--- config.mk ---
export PLATFORM = sky130hd
export DESIGN_NAME = multi_cycle_controller
export DESIGN_NICKNAME = d
export VERILOG_FILES = /design/src/rtl/riscv_ctrl_pkg.sv /design/src/rtl/multi_alu_decoder.sv /design/src/rtl/multi_cycle_controller.sv
export SDC_FILE = /design/constraint.sdc
export NUM_CORES = 1
export LEC_CHECK = 0
export CAP_MARGIN = 30
export CORE_MARGIN = 2
export CORE_UTILIZATION = 37
export CTS_CLUSTER_SIZE = 14
export DETAILED_ROUTE_END_ITERATION = 16
export PLACE_DENSITY = 0.77
export SLEW_MARGIN = 25
export SYNTH_ARGS = -nofsm -noshare
export SYNTH_HDL_FRONTEND = slang
export SYNTH_SLANG_ARGS = --single-unit
--- constraint.sdc ---
create_clock -name clk -period 1.7 [get_ports clk]
set_clock_uncertainty 0.15 [all_clocks]
set_input_delay 0.17 -clock clk [delete_from_list [all_inputs] [get_ports clk]]
set_output_delay 0.17 -clock clk [all_outputs]
set_load 0.1 [all_outputs]
--- src/rtl/riscv_ctrl_pkg.sv ---
// Shared encodings for the multi-cycle RV32I controller: FSM states, opcodes,
// datapath mux selects, ALU operations and func3 codes.
package riscv_ctrl_pkg;

   typedef enum logic [3:0] {
      S_FETCH,
      S_DECODE,
      S_MEM_ADR,
      S_MEM_READ,
      S_MEM_WB,
      S_MEM_WRITE,
      S_EXEC_R,
      S_EXEC_I,
      S_ALU_WB,
      S_JAL,
      S_JALR,
      S_JALR_PC,
      S_BRANCH,
      S_LUI
   } state_t;

   localparam logic [6:0] OP_LOAD   = 7'b0000011;
   localparam logic [6:0] OP_STORE  = 7'b0100011;
   localparam logic [6:0] OP_R_TYPE = 7'b0110011;
   localparam logic [6:0] OP_I_TYPE = 7'b0010011;
   localparam logic [6:0] OP_JAL    = 7'b1101111;
   localparam logic [6:0] OP_JALR   = 7'b1100111;
   localparam logic [6:0] OP_BRANCH = 7'b1100011;
   localparam logic [6:0] OP_LUI    = 7'b0110111;

   typedef enum logic [2:0] {
      ALU_ADD = 3'b000,
      ALU_SUB = 3'b001,
      ALU_AND = 3'b010,
      ALU_OR  = 3'b011,
      ALU_SLT = 3'b100,
      ALU_XOR = 3'b101
   } alu_ctrl_t;

   typedef enum logic [2:0] {
      IMM_I = 3'b000,
      IMM_S = 3'b001,
      IMM_B = 3'b010,
      IMM_J = 3'b011,
      IMM_U = 3'b100
   } imm_src_t;

   typedef enum logic [1:0] {
      RES_ALU_OUT = 2'b00,
      RES_DATA    = 2'b01,
      RES_ALU     = 2'b10,
      RES_IMM     = 2'b11
   } result_src_t;

   typedef enum logic [1:0] {
      SRC_A_PC     = 2'b00,
      SRC_A_OLD_PC = 2'b01,
      SRC_A_REG    = 2'b10
   } alu_src_a_t;

   typedef enum logic [1:0] {
      SRC_B_REG  = 2'b00,
      SRC_B_IMM  = 2'b01,
      SRC_B_FOUR = 2'b10
   } alu_src_b_t;

   // Which ALU decode rule applies in the current state.
   typedef enum logic [1:0] {
      ALU_CLASS_ADD,
      ALU_CLASS_SUB,
      ALU_CLASS_R,
      ALU_CLASS_I
   } alu_class_t;

   localparam logic [2:0] F3_BEQ = 3'b000;
   localparam logic [2:0] F3_BNE = 3'b001;
   localparam logic [2:0] F3_BLT = 3'b100;
   localparam logic [2:0] F3_BGE = 3'b101;

   localparam logic [2:0] F3_ADD_SUB = 3'b000;
   localparam logic [2:0] F3_SLT     = 3'b010;
   localparam logic [2:0] F3_XOR     = 3'b100;
   localparam logic [2:0] F3_OR      = 3'b110;
   localparam logic [2:0] F3_AND     = 3'b111;

   function automatic imm_src_t decode_imm_src(input logic [6:0] op_code);
      case (op_code)
         OP_STORE:  return IMM_S;
         OP_BRANCH: return IMM_B;
         OP_JAL:    return IMM_J;
         OP_LUI:    return IMM_U;
         default:   return IMM_I;
      endcase
   endfunction

   function automatic logic branch_taken(input logic [2:0] func3,
                                         input logic zero, input logic neg);
      case (func3)
         F3_BEQ:  return zero;
         F3_BNE:  return !zero;
         F3_BLT:  return neg;
         F3_BGE:  return !neg;
         default: return 1'b0;
      endcase
   endfunction

endpackage

--- src/rtl/multi_alu_decoder.sv ---
// Selects the ALU operation from the state's decode class and the func fields.
module multi_alu_decoder
   import riscv_ctrl_pkg::*;
(
   input  alu_class_t  alu_class,
   input  logic [2:0]  func3,
   input  logic [6:0]  func7,
   output logic [2:0]  alu_control
);

   // Only func7[5] distinguishes add/sub; the other bits are don't-care here.
   logic unused_func7;
   assign unused_func7 = ^{func7[6], func7[4:0]};

   // NOTE: every path assigns alu_control first, so no latch is inferred.
   always_comb begin
      alu_control = ALU_ADD;
      case (alu_class)
         ALU_CLASS_SUB: alu_control = ALU_SUB;
         ALU_CLASS_R,
         ALU_CLASS_I: begin
            case (func3)
               F3_ADD_SUB: alu_control = (alu_class == ALU_CLASS_R && func7[5]) ? ALU_SUB : ALU_ADD;
               F3_AND:     alu_control = ALU_AND;
               F3_OR:      alu_control = ALU_OR;
               F3_SLT:     alu_control = ALU_SLT;
               F3_XOR:     alu_control = ALU_XOR;
               default:    alu_control = ALU_ADD;
            endcase
         end
         default: alu_control = ALU_ADD;
      endcase
   end

endmodule

--- src/rtl/multi_cycle_controller.sv ---
// Moore FSM that steps a shared-resource multi-cycle RV32I datapath through
// fetch, decode, execute, memory and writeback.
module multi_cycle_controller
   import riscv_ctrl_pkg::*;
(
   input  logic        clk,
   input  logic        rst,
   input  logic [6:0]  op_code,
   input  logic [2:0]  func3,
   input  logic [6:0]  func7,
   input  logic        zero,
   input  logic        neg,
   output logic        pc_write,
   output logic        adr_src,
   output logic        mem_write,
   output logic        ir_write,
   output logic        reg_write,
   output logic [1:0]  result_src,
   output logic [1:0]  alu_src_a,
   output logic [1:0]  alu_src_b,
   output logic [2:0]  imm_src,
   output logic [2:0]  alu_control
);

   state_t     state;
   alu_class_t alu_class;

   // NOTE: state is sequential, so it only ever takes non-blocking assignments.
   always_ff @(posedge clk) begin
      if (rst) begin
         state <= S_FETCH;
      end else begin
         case (state)
            S_FETCH:  state <= S_DECODE;
            S_DECODE: begin
               case (op_code)
                  OP_LOAD,
                  OP_STORE:  state <= S_MEM_ADR;
                  OP_R_TYPE: state <= S_EXEC_R;
                  OP_I_TYPE: state <= S_EXEC_I;
                  OP_JAL:    state <= S_JAL;
                  OP_JALR:   state <= S_JALR;
                  OP_BRANCH: state <= S_BRANCH;
                  OP_LUI:    state <= S_LUI;
                  default:   state <= S_FETCH;
               endcase
            end
            S_MEM_ADR:   state <= (op_code == OP_LOAD) ? S_MEM_READ : S_MEM_WRITE;
            S_MEM_READ:  state <= S_MEM_WB;
            S_MEM_WB:    state <= S_FETCH;
            S_MEM_WRITE: state <= S_FETCH;
            S_EXEC_R:    state <= S_ALU_WB;
            S_EXEC_I:    state <= S_ALU_WB;
            S_ALU_WB:    state <= S_FETCH;
            S_JAL:       state <= S_ALU_WB;
            S_JALR:      state <= S_JALR_PC;
            S_JALR_PC:   state <= S_ALU_WB;
            S_BRANCH:    state <= S_FETCH;
            S_LUI:       state <= S_FETCH;
            default:     state <= S_FETCH;
         endcase
      end
   end

   always_comb begin
      pc_write   = 1'b0;
      adr_src    = 1'b0;
      mem_write  = 1'b0;
      ir_write   = 1'b0;
      reg_write  = 1'b0;
      result_src = RES_ALU_OUT;
      alu_src_a  = SRC_A_PC;
      alu_src_b  = SRC_B_REG;
      alu_class  = ALU_CLASS_ADD;
      case (state)
         S_FETCH: begin
            ir_write   = 1'b1;
            pc_write   = 1'b1;
            alu_src_b  = SRC_B_FOUR;
            result_src = RES_ALU;
         end
         // ALUOut captures OldPC + imm for branches and jal.
         S_DECODE: begin
            alu_src_a = SRC_A_OLD_PC;
            alu_src_b = SRC_B_IMM;
         end
         S_MEM_ADR, S_JALR: begin
            alu_src_a = SRC_A_REG;
            alu_src_b = SRC_B_IMM;
         end
         S_MEM_READ: adr_src = 1'b1;
         S_MEM_WB: begin
            result_src = RES_DATA;
            reg_write  = 1'b1;
         end
         S_MEM_WRITE: begin
            adr_src   = 1'b1;
            mem_write = 1'b1;
         end
         S_EXEC_R: begin
            alu_src_a = SRC_A_REG;
            alu_class = ALU_CLASS_R;
         end
         S_EXEC_I: begin
            alu_src_a = SRC_A_REG;
            alu_src_b = SRC_B_IMM;
            alu_class = ALU_CLASS_I;
         end
         S_ALU_WB: reg_write = 1'b1;
         // PC takes the target from ALUOut while the ALU forms the link value.
         S_JAL, S_JALR_PC: begin
            pc_write  = 1'b1;
            alu_src_a = SRC_A_OLD_PC;
            alu_src_b = SRC_B_FOUR;
         end
         S_BRANCH: begin
            alu_src_a = SRC_A_REG;
            alu_class = ALU_CLASS_SUB;
            pc_write  = branch_taken(func3, zero, neg);
         end
         S_LUI: begin
            result_src = RES_IMM;
            reg_write  = 1'b1;
         end
         default: ;
      endcase
   end

   assign imm_src = decode_imm_src(op_code);

   multi_alu_decoder u_alu_decoder (
      .alu_class   (alu_class),
      .func3       (func3),
      .func7       (func7),
      .alu_control (alu_control)
   );

endmodule

Word-level counts from Yosys, hierarchy flattened:

Index checks and enable logic that the tools add are counted.

* equal/unequal tests: 30
* muxes and demuxes: 17
* reductions and logical operators: 14

Operators with widths (number)
* $pmux W4 S7: 1
* $eq A4 B4 Y1 const B: 6
* $pmux W4 S6: 1
* $eq A7 B6 Y1 const B: 3
* $eq A7 B7 Y1 const B: 3
* $eq A4 B3 Y1 const B: 4
* $pmux W3 S5: 1
* $eq A3 B3 Y1 const B: 4
* $pmux W2 S3: 2
* $pmux W3 S4: 1
* $reduce_or A3 Y1: 3
* $eq A4 B2 Y1 const B: 2
* $pmux W2 S2: 2
* $reduce_or A4 Y1: 2
* $eq A7 B2 Y1 const B: 1
* $eq A7 B5 Y1 const B: 1
* $pmux W3 S2: 1
* $reduce_or A2 Y1: 3
* $mux W1: 5
* $reduce_or A5 Y1: 1
* $eq A2 B2 Y1 const B: 2
* $eq A4 B1 Y1 const B: 1
* $logic_not A4 Y1: 1
* $pmux W1 S4: 1
* 8 further kinds: 9

* register bits: 4
* bits of input ports: 21
* output and inout bits: 17
* word-level logic and storage cells: 62

Longest topological paths before layout:

* word-level depth: 7
* gate-level depth with buffers: 5
* gate-level depth less buffers: 4

Modules after synthesis:

A second synthesis with hierarchy kept.

* cells, all modules: 97
* area, all modules: 664.4 um^2

By module, submodules not included
* multi_cycle_controller: times used 1, cells an instance 89, area an instance 613.1 um^2, sequential area each 80.1 um^2
* multi_alu_decoder: times used 1, cells an instance 8, area an instance 51.3 um^2, sequential area each 0.0 um^2

Least setup slack after synthesis:

Ideal clock, no wire load.

* kind: flip-flop to output port
* start point: register state[2]
* end point: output alu_control[2]
* arrival time: 3664 ps
* data required time: 1380 ps
* setup slack: -2284 ps
* cell stages (with the launch flop): 4
* buffers on the path: 1
* cells stage by stage: dfxtp_1 -> buf_1 -> nand2_1 -> nor4_1

* cells in the longest elaborated chain, start to end: 5
* elaborated cells on any way between the ends: 9

Ends and longest elaborated chain
* start, declared: line multi_cycle_controller.sv:25 `state_t state;`
* start signal, assigned: line multi_cycle_controller.sv:48 `S_MEM_ADR: state <= (op_code == OP_LOAD) ? S_MEM_READ : S_MEM_WRITE;`
* $eq A4 B4 Y1 / $eq A4 B3 Y1 (equally long branches): line multi_cycle_controller.sv:75 `case (state)`
* $pmux W2 S3 *: line multi_cycle_controller.sv:75
* $eq A2 B2 Y1: line multi_alu_decoder.sv:18 `case (alu_class)`
* $reduce_or A2 Y1: line multi_alu_decoder.sv:18
* $pmux W3 S2 *: line multi_alu_decoder.sv:18
* end, declared: line multi_cycle_controller.sv:22 `output logic [2:0] alu_control`

Every way passes the cells marked *; elsewhere a longest branch is shown, timed or not.

Worst setup path in the final report:

* start point: register state[0]
* end point: output alu_control[0]

* cells in the longest elaborated chain, start to end: 7
* elaborated cells on any way between the ends: 12

Ends and longest elaborated chain
* $eq A4 B4 Y1 / $eq A4 B3 Y1 (equally long branches): line multi_cycle_controller.sv:75
* $pmux W2 S3 *: line multi_cycle_controller.sv:75
* $eq A2 B2 Y1: line multi_alu_decoder.sv:18, multi_alu_decoder.sv:23
* $logic_and A1 B1 Y1: line multi_alu_decoder.sv:23 `F3_ADD_SUB: alu_control = (alu_class == ALU_CLASS_R && func7[5]) ? ALU_SUB : ALU_ADD;`
* $mux W1: line multi_alu_decoder.sv:23
* $pmux W3 S5: line multi_alu_decoder.sv:22 `case (func3)`
* $pmux W3 S2 *: line multi_alu_decoder.sv:18

Marks and branches as above.

==> impl_metrics.toml <==
[setup_path]
reg2reg_depth = 5
r2r_start = "state[2]"
crit_path_end_kind = "primary output"
cp_top_family = "simple AND/OR/NAND/NOR gates"
worst-path-buf-inv = 1
crit_start = "state[0]"
crit_chain = "nor2_2, a21oi_1, or3b_4, a21oi_4, buf_12"
cp.arrival_ns = 1.66
worstSetupStartpointType = "register"
path_depth = 5
max_stage_delay_ns = 0.41
critPathKind = "register to primary output"
cp_data_required_time_ns = 1.38
critPathSlowestCell = "or3b_4"
worstPathMaxFanout = 2

[status]
status = "finished, violations left"
failed_checks = "negative setup slack"

[logic_synthesis]
yosys_warnings = 0
async_flop_share_pct = 0
syn_area_um2 = 638
ys.flop_type = "dfxtp_1"
synth_edf_count = 0
synth_common_cells = "13 x nor2_1, 10 x a21oi_1, 7 x nand2_1"
yosys.area.top_type = "dfxtp_1"
avgSynthCellArea_um2 = 6.51
syn_nets = 119
netlist_instances = 98
synth.most_common_cell = "nor2_1"
yosysTopAreaCellShare_pct = 12.5
ys_seq_area_share_pct = 12.5
ys_top_cells_by_area = "dfxtp_1 13%, a21oi_1 7.8%, nor2_1 7.6%"
ys_seq_elements = 4
synth_cell_types = 37

[clock_tree]
clock_sinks = 4
htree_num_levels = 1
clk-insertion-delay-late_ns = 0.25
cts.clk_slew.worst_paths_ns = 0.04
cts_root_buffer = "clkbuf_4"
cts_tree = "done"
cts_buffers = 3
cts_max_path_buffers = 2

[finish]
area_growth_syn_to_layout_pct = 153
fin_cells = 168
antennaDiodeCount = 0
largest_register_ffs = 4
regMostFlops = "state"
fin_nets = 174
final.fill_count = 33
post_route_cells_drive_above_1_share_pct = 60.9
reg.largest.list = "state x4"

[hold_path]
worst_hold_path_type = "input port to register"
hold_start = "op_code[0]"
hold_depth = 5

[pwr]
ir_drop_mv = 0.419
p_per_area_mw_per_mm2 = 390
power_leakage_nw = 0.636
p_total_mw = 0.629

[place]
post-place-ws_ns = -0.254
place_inst = 161
place.port_buffers = 31
dpl.hpwl_um = 2030
gp_congestion = 0.891

[drt]
drt_iter0_markers = 63
viasPerCell = 6.66
drc_errors = 0
wirelength_um = 4410
wl_per_cell_um = 26.2
drtPass1Iterations = 4
ant_nets = 0
vias = 1119

[floorplan]
die_area_mm2 = 0.00207
die_w_um = 45.5
initial_core_util_pct = 38.2
coreArea_mm2 = 0.00167
io_pins = 38
num_rows = 15
die_h_um = 45.5

[grt]
grt.total_usage_pct = 31.7
grt_pass1_vias = 1004
grt_max_degree = 18
grt_pass1_wl_um = 4580
antenna_found_initial = 0
gr-total-overflow = 0

[run]
drv_cap = 0

[timing]
finalCriticalPeriod_ns = 1.98
setup_violations = 11
rsz0062_at_grt = "true"
max_freq_ghz = 0.506
worst_slew_pin_slew_ns = 0.363
hold_viol_final = 0
maxSlewHeadroom_pct = 75.6
layout_setup_ws_ns = -0.276
maxSlewViolCount = 0
finalCritPeriodShare_pct = 116
## layout by cell type, fill, tap and decap left out, types with 3 or more instances in the layout
master	count
nand2_1	4
clkdlybuf4s50_1	5
a21oi_1	6
o21ai_0	4
xnor2_1	3
clkbuf_4	3
nor2_1	4
nor2_2	3
dlygate4sd2_1	6
buf_4	21
buf_12	20
nand2_2	3
nand3_1	3
nor2_4	6
## cells by family (layout without fill, tap and decap cells)
| kind of cell | count (synthesis) | count (layout) | synth area share [%] |
|---|---|---|---|
| flip-flops | 4 | 4 | 12.5 |
| AO/OA/AOI/OAI | 24 | 24 | 22.4 |
| buffers and inverters | 9 | 62 | 6.66 |
| multiplexers | 2 | 2 | 3.33 |
| XOR/XNOR | 7 | 7 | 9.61 |
| AND/OR/NAND/NOR | 52 | 52 | 45.5 |
## power breakdown
| group | internal, mW | leakage [nW] | total (mW) | switching, mW |
|---|---|---|---|---|
| registers | 0.0943 | 0.0349 | 0.0991 | 0.00472 |
| clock network | 0.0798 | 0.0138 | 0.131 | 0.0516 |
| logic | 0.159 | 0.587 | 0.399 | 0.240 |
| total | 0.333 | 0.636 | 0.629 | 0.297 |
## cell type report
class / instances / area [um^2] / area share (%)
flip-flops and latches: 4 / 90.1 / 5.59
well taps: 17 / 21.3 / 1.32
repair buffers: 57 / 707 / 43.8
multi-input cells: 85 / 761 / 47.2
inverters: 2 / 11.3 / 0.698
clock buffers: 3 / 22.5 / 1.40
## metal layers
| metal | track usage (%) | vias to the layer above | wire (um) |
|---|---|---|---|
| met5 | 0 | - | 0 |
| met4 | 23.5 | 0 | 302 |
| met3 | 7.94 | 39 | 446 |
| met2 | 51.8 | 99 | 2160 |
| met1 | 34.8 | 520 | 1500 |
| li1 | - | 461 | - |
## worst reg2reg max path, cell delays in order (launching register included)
cell and delay, ns:
dfxtp_4 0.39, clkbuf_2 0.18, nor2_1 0.22, nand4b_1 0.21, o32ai_1 0.32, and2_1 0.20
## through the flow
step / TNS, ns / hold WS, ns / cell area, um^2 / util [%]
floorplan: -1.05 / 0.132 / 841 / -
global placement: -1.42 / 0.479 / 1440 / 86.1
detailed placement: -1.56 / 0.489 / 1440 / 86.1
CTS: -0.834 / 0.435 / 1500 / 89.5
global route: -1.09 / 0.400 / 1610 / 96.6
finish: -0.847 / 0.385 / 1610 / 96.6
## path summary, 6_finish.rpt
kind,to,slack (ns)
worst max-delay path,alu_control[0],-0.28
worst min-delay path,state[0],0.39
worst max register to register,state[1],-0.05
worst min register to register,state[0],0.53
## repair_timing
action | CTS | global route
endpoints found under the setup margin | 16 | 13
setup buffers | 0 | 4
resized for setup | 20 | 27
hold buffers | 0 | 0
pin swaps | 3 | 5
(Power assumes the default switching activity.)
